[src/rtl/dce_err_pkg.sv]
// Shared types and default widths for the DCE correctable-error logger.
package dce_err_pkg;

  localparam int unsigned DefWType = 4;
  localparam int unsigned DefWInfo = 20;

  typedef enum logic [DefWType-1:0] {
    ErrTagEccSbe  = 4'h1,
    ErrDataEccSbe = 4'h2,
    ErrRsvd       = 4'hf
  } err_type_e;

  typedef struct packed {
    logic                vld;
    logic [DefWType-1:0] typ;
    logic [DefWInfo-1:0] info;
  } err_src_t;

endpackage

[src/rtl/dce_err_src_sel.sv]
// Combinational source selector: counts valid sources and picks the lowest-index
// valid source's type/info for capture.
module dce_err_src_sel
  import dce_err_pkg::*;
#(
  parameter int unsigned N_SRC  = 4,
  parameter int unsigned W_TYPE = DefWType,
  parameter int unsigned W_INFO = DefWInfo,
  parameter int unsigned W_N    = $clog2(N_SRC + 1)
) (
  input  logic [N_SRC-1:0]        i_err_valid,
  input  logic [N_SRC*W_TYPE-1:0] i_err_type,
  input  logic [N_SRC*W_INFO-1:0] i_err_info,
  output logic [W_N-1:0]          o_n,
  output logic [W_TYPE-1:0]       o_type,
  output logic [W_INFO-1:0]       o_info
);

  // Walk from the top down so the lowest valid index is written last.
  always_comb begin
    o_n    = '0;
    o_type = '0;
    o_info = '0;
    for (int i = N_SRC - 1; i >= 0; i--) begin
      if (i_err_valid[i]) begin
        o_n    = o_n + W_N'(1);
        o_type = i_err_type[i*W_TYPE +: W_TYPE];
        o_info = i_err_info[i*W_INFO +: W_INFO];
      end
    end
  end

endmodule

[src/rtl/dce_corr_err_logger.sv]
// Correctable-error counter with threshold, valid/overflow status, capture
// registers and the correctable interrupt.
module dce_corr_err_logger
  import dce_err_pkg::*;
#(
  parameter int unsigned N_SRC   = 4,
  parameter int unsigned W_COUNT = 8,
  parameter int unsigned W_TYPE  = DefWType,
  parameter int unsigned W_INFO  = DefWInfo
) (
  input  logic                    i_clk,
  input  logic                    i_reset,
  input  logic [N_SRC-1:0]        i_err_valid,
  input  logic [N_SRC*W_TYPE-1:0] i_err_type,
  input  logic [N_SRC*W_INFO-1:0] i_err_info,
  input  logic                    i_err_det_en,
  input  logic                    i_err_int_en,
  input  logic [W_COUNT-1:0]      i_err_threshold,
  input  logic                    i_w1c_err_vld,
  input  logic                    i_w1c_err_ovf,
  output logic                    o_err_vld,
  output logic                    o_err_ovf,
  output logic [W_COUNT-1:0]      o_err_count,
  output logic [W_TYPE-1:0]       o_err_type_q,
  output logic [W_INFO-1:0]       o_err_info_q,
  output logic                    o_irq_c
);

  localparam int unsigned W_N   = $clog2(N_SRC + 1);
  localparam int unsigned W_SUM = W_COUNT + 1;

  logic [W_N-1:0]     w_n;
  logic [W_TYPE-1:0]  w_sel_type;
  logic [W_INFO-1:0]  w_sel_info;
  logic               w_event;
  logic [W_SUM-1:0]   w_sum;

  logic               r_vld;
  logic               r_ovf;
  logic [W_COUNT-1:0] r_count;
  logic [W_TYPE-1:0]  r_type;
  logic [W_INFO-1:0]  r_info;

  dce_err_src_sel #(
    .N_SRC  (N_SRC),
    .W_TYPE (W_TYPE),
    .W_INFO (W_INFO),
    .W_N    (W_N)
  ) u_src_sel (
    .i_err_valid (i_err_valid),
    .i_err_type  (i_err_type),
    .i_err_info  (i_err_info),
    .o_n         (w_n),
    .o_type      (w_sel_type),
    .o_info      (w_sel_info)
  );

  assign w_event = i_err_det_en & (|i_err_valid);
  // One extra bit so a sum past the counter width still compares correctly.
  assign w_sum   = {1'b0, r_count} + W_SUM'(w_n);

  always_ff @(posedge i_clk) begin
    if (i_reset) begin
      r_vld   <= 1'b0;
      r_ovf   <= 1'b0;
      r_count <= '0;
      r_type  <= '0;
      r_info  <= '0;
    end else if (r_vld) begin
      // Logged state is frozen; any new error is overflow, which beats W1C.
      if (w_event) begin
        r_ovf <= 1'b1;
      end else if (i_w1c_err_ovf) begin
        r_ovf <= 1'b0;
      end
      if (i_w1c_err_vld) begin
        r_vld   <= 1'b0;
        r_count <= '0;
      end
    end else begin
      if (i_w1c_err_ovf) begin
        r_ovf <= 1'b0;
      end
      if (w_event) begin
        if (w_sum > {1'b0, i_err_threshold}) begin
          r_vld   <= 1'b1;
          r_count <= i_err_threshold;
          r_type  <= w_sel_type;
          r_info  <= w_sel_info;
        end else begin
          r_count <= w_sum[W_COUNT-1:0];
        end
      end
    end
  end

  assign o_err_vld    = r_vld;
  assign o_err_ovf    = r_ovf;
  assign o_err_count  = r_count;
  assign o_err_type_q = r_type;
  assign o_err_info_q = r_info;
  assign o_irq_c      = i_err_int_en & r_vld;

endmodule

[config.mk]
export PLATFORM = sky130hd
export DESIGN_NAME = dce_corr_err_logger
export DESIGN_NICKNAME = d
export VERILOG_FILES = /design/src/rtl/dce_err_pkg.sv /design/src/rtl/dce_err_src_sel.sv /design/src/rtl/dce_corr_err_logger.sv
export SDC_FILE = /design/constraint.sdc
export NUM_CORES = 1
export LEC_CHECK = 0
export BUFFER_PORTS_ARGS = -buffer_cell sky130_fd_sc_hd__buf_4
export CAP_MARGIN = 30
export CORE_MARGIN = 5
export CORE_UTILIZATION = 47
export DETAILED_ROUTE_END_ITERATION = 7
export PLACE_DENSITY_LB_ADDON = 0.08
export SLEW_MARGIN = 30
export SYNTH_ARGS = -nofsm -noshare
export SYNTH_HDL_FRONTEND = slang
export SYNTH_HIERARCHICAL = 1
export SYNTH_SLANG_ARGS = --single-unit
[constraint.sdc]
create_clock -name i_clk -period 5.35 [get_ports i_clk]
set_input_delay 1.07 -clock i_clk [delete_from_list [all_inputs] [get_ports i_clk]]
set_output_delay 1.07 -clock i_clk [all_outputs]
set_load 0.02 [all_outputs]
==> run_results.csv <==
group,metric,value,unit
clock_network,postCtsSetupBuffers,0,
route,drc,0,
power_and_ir_drop,internal-power,608.7,uW
clock_network,clock_path_buffers,2,
floorplanning,initial_core_util,47.47,%
run_status,status,"complete, no violations",
global_routing,gr-total-overflow,0,
route,routed_wirelength,9.188,mm
setup_path,critPathArrivalTime,5050,ps
timing,drv_slew,0,
job,maxCapViolCount,0,
clock_network,clkLatencyLatePin,290,ps
final_layout,diodes,0,
setup_path,crit-reg2reg-launch,"o_err_count[0]",
setup_path,worst-setup-path-type,"in -> reg",
timing,finalCritPeriodShare,91.77,%
synth,synthesis.area,2963,um^2
setup_path,cp-end-kind,"flip-flop",
final_layout,layout_common_cells,"buf_4, dfxtp_1, nand2b_1",
power_and_ir_drop,power_frac_seq,31.3,%
setup_path,start_kind,"primary input",
worst_hold_path,hp-start,"o_err_info_q[9]",
timing,setup_violations,0,
timing,hold_violations,0,
synth,synth-edff-count,0,
synth,seq_area_frac_synth,22.97,%
clock_network,post_cts_resized,0,
global_routing,grt_max_degree,42,
power_and_ir_drop,p_sw,260.8,uW
setup_path,crit_fanout,17,
final_layout,fin_nets,588,
power_and_ir_drop,comb_power_share,34.5,%
timing,slew_headroom,41.70,%
power_and_ir_drop,p_sw_share,30.00,%
final_layout,layout-drive-gt1-share,51.52,%
power_and_ir_drop,p_clk_share,34.2,%
route,routedWlPerCell,17.11,um
synth,syn-num-nets,449,
route,detail-route-antenna-nets,0,
synth,synth_top_flop_cell,"dfxtp_1",
power_and_ir_drop,p_per_area,209.3,nW/um^2
power_and_ir_drop,p_leak,1.791,nW
final_layout,fin_cells,537,
worst_hold_path,hp-class,"reg -> reg",
placement,port_buffers,148,
floorplanning,die_w,89.40,um
floorplanning,ios,149,
timing,clock_skew,5.358,ps
timing,finalHoldWorstSlack,479.7,ps
setup_path,startpoint,"i_err_valid[2]",
route,drtIter0Drc,165,
timing,min_period,4910,ps
clock_network,cts.clk_slew.worst_paths,70,ps
global_routing,antenna_found_initial,0,
clock_network,h-tree-depth,2,
clock_network,cts_sinks,34,
placement,placedCellCount,529,
timing,fmax,203.7,MHz
clock_network,clk_root_buffer_cell,"clkbuf_8",
final_layout,area_growth,40.25,%
synth,synthesis.instances,320,
placement,routabilityCongestion,0.8768,
synth,synth_warnings,6,
clock_network,cts_buffers,5,
route,via_per_inst,5.508,
floorplanning,die_h,89.40,um
final_layout,num-fill-cells,548,
route,vias,2958,
global_routing,grt_pass1_vias,2927,
clock_network,cts.hold.buffers_added,0,
power_and_ir_drop,vdd_drop_max,0.1371,mV
timing,fin_tns_setup,0,ps
placement,hpwlAfterDp,7.118,mm
floorplanning,coreArea,6241,um^2
clock_network,tritoncts,"yes",
timing,rsz0062_at_grt,"false",
synth,yosysUniqueCellTypes,50,
synth,avgSynthCellArea,9.259,um^2
timing,worst-slew-pin-transition,871.3,ps
floorplanning,rows,29,
floorplanning,die_area,7991,um^2
synth,ys_async_sr_fraction,0,%
setup_path,critical_path_required,5490,ps
route,dr.pass1.iters,4,
synth,synth.ff_latch_count,34,
global_routing,grt_use_total,22.63,%
global_routing,grt_pass1_wl,14.09,mm
final_layout,final_common_cell,"buf_4",
synth_stat cells, types with 4 or more instances:
cell type / instances / area [um^2]
dfxtp_1: 34 / 680.7
nand2b_1: 27 / 168.9
a21oi_2: 20 / 175.2
a22oi_2: 20 / 250.2
o22ai_2: 20 / 250.2
a21oi_1: 18 / 90.09
inv_1: 18 / 67.56
nand2_1: 18 / 67.56
nand4_1: 17 / 106.4
ha_1: 14 / 175.2
mux2i_1: 13 / 130.1
o21ai_1: 10 / 50.05
buf_2: 7 / 35.03
clkbuf_1: 7 / 26.28
nand3_1: 6 / 30.03
nor2_1: 6 / 22.52
o22ai_1: 5 / 31.28
a22oi_1: 4 / 30.03
buf_12: 4 / 80.08
o211ai_1: 4 / 30.03
o221ai_1: 4 / 35.03
xnor2_1: 4 / 35.03
xor2_1: 4 / 35.03
cells by family (layout without fill, tap and decap cells):
kind of cell,count (synthesis),in the layout,synth area share [%]
AOI/OAI and AO/OA,122,122,37.58
xor gates and xnor gates,8,8,2.365
adders and majority gates,15,15,6.588
buffers and inverters,43,183,9.755
DFF,34,34,22.97
muxes,14,14,4.772
and+or+nand+nor,84,84,15.96
metrics by stage:
step | total power, mW | utilization (%) | cell area (um^2) | worst slack [ps]
global route | 0.9170 | 66.58 | 4155 | 145.0
global placement | 0.5715 | 64.29 | 4013 | 286.9
floorplan | 0.4597 | - | 2963 | 449.7
finish | 0.8695 | 66.58 | 4155 | 440.4
detailed placement | 0.5764 | 64.29 | 4013 | 138.0
CTS | 0.8740 | 66.58 | 4155 | 439.3
worst max-delay path: stages:
cell	delay, ps
buf_4	100
inv_1	40
ha_1	300
xor2_1	210
ha_1	260
mux2_2	270
ha_1	270
a21o_1	170
a22o_1	210
nand2_1	90
xor2_1	190
inv_1	70
ha_1	290
nand4_1	150
or2_1	290
o2111a_2	390
o21ai_1	440
o221ai_1	210
routing by layer:
metal  part of all wire (%)  global-route usage (%)  routed length (um)  up-vias
li1                       -                       -                   -     1472
met1                     44                   31.18                4053     1355
met2                     46                   35.23                4228      123
met3                    9.1                   6.175                 833        8
met4                   0.78                   5.142                  72        0
met5                      0                       0                   0        -
final timing paths:
kind	endpoint	slack [ps]	depth (start not counted)
worst max-delay path	o_err_count[7]	440	18
worst min-delay path	o_err_info_q[9]	480	2
worst max register to register	o_err_count[7]	1790	12
worst min register to register	o_err_info_q[9]	480	2
flip-flops by register name, indices dropped and copies added (netlist names):
register / flops
o_err_info_q: 20
o_err_vld: 1
o_err_type_q: 4
o_err_count: 8
o_err_ovf: 1
power groups by stage:
stage	sequential (mW)	combinational (mW)	clock, mW
after floorplan	0.287	0.173	0
after detailed placement	0.278	0.299	0
after CTS	0.272	0.300	0.302
after global placement	0.277	0.294	0
final	0.272	0.300	0.298
after global routing	0.274	0.328	0.315
layout make-up:
type / instances / area, um^2 / share of cell area, %
clock buffer: 6 / 82.58 / 1.987
clock inverter: 2 / 60.06 / 1.445
inverter: 19 / 71.32 / 1.716
multi-input combinational: 243 / 1993 / 47.97
sequential: 34 / 680.7 / 16.38
tap: 77 / 96.34 / 2.319
timing repair buffer: 156 / 1171 / 28.18
Power figures use the tool's default switching activity.
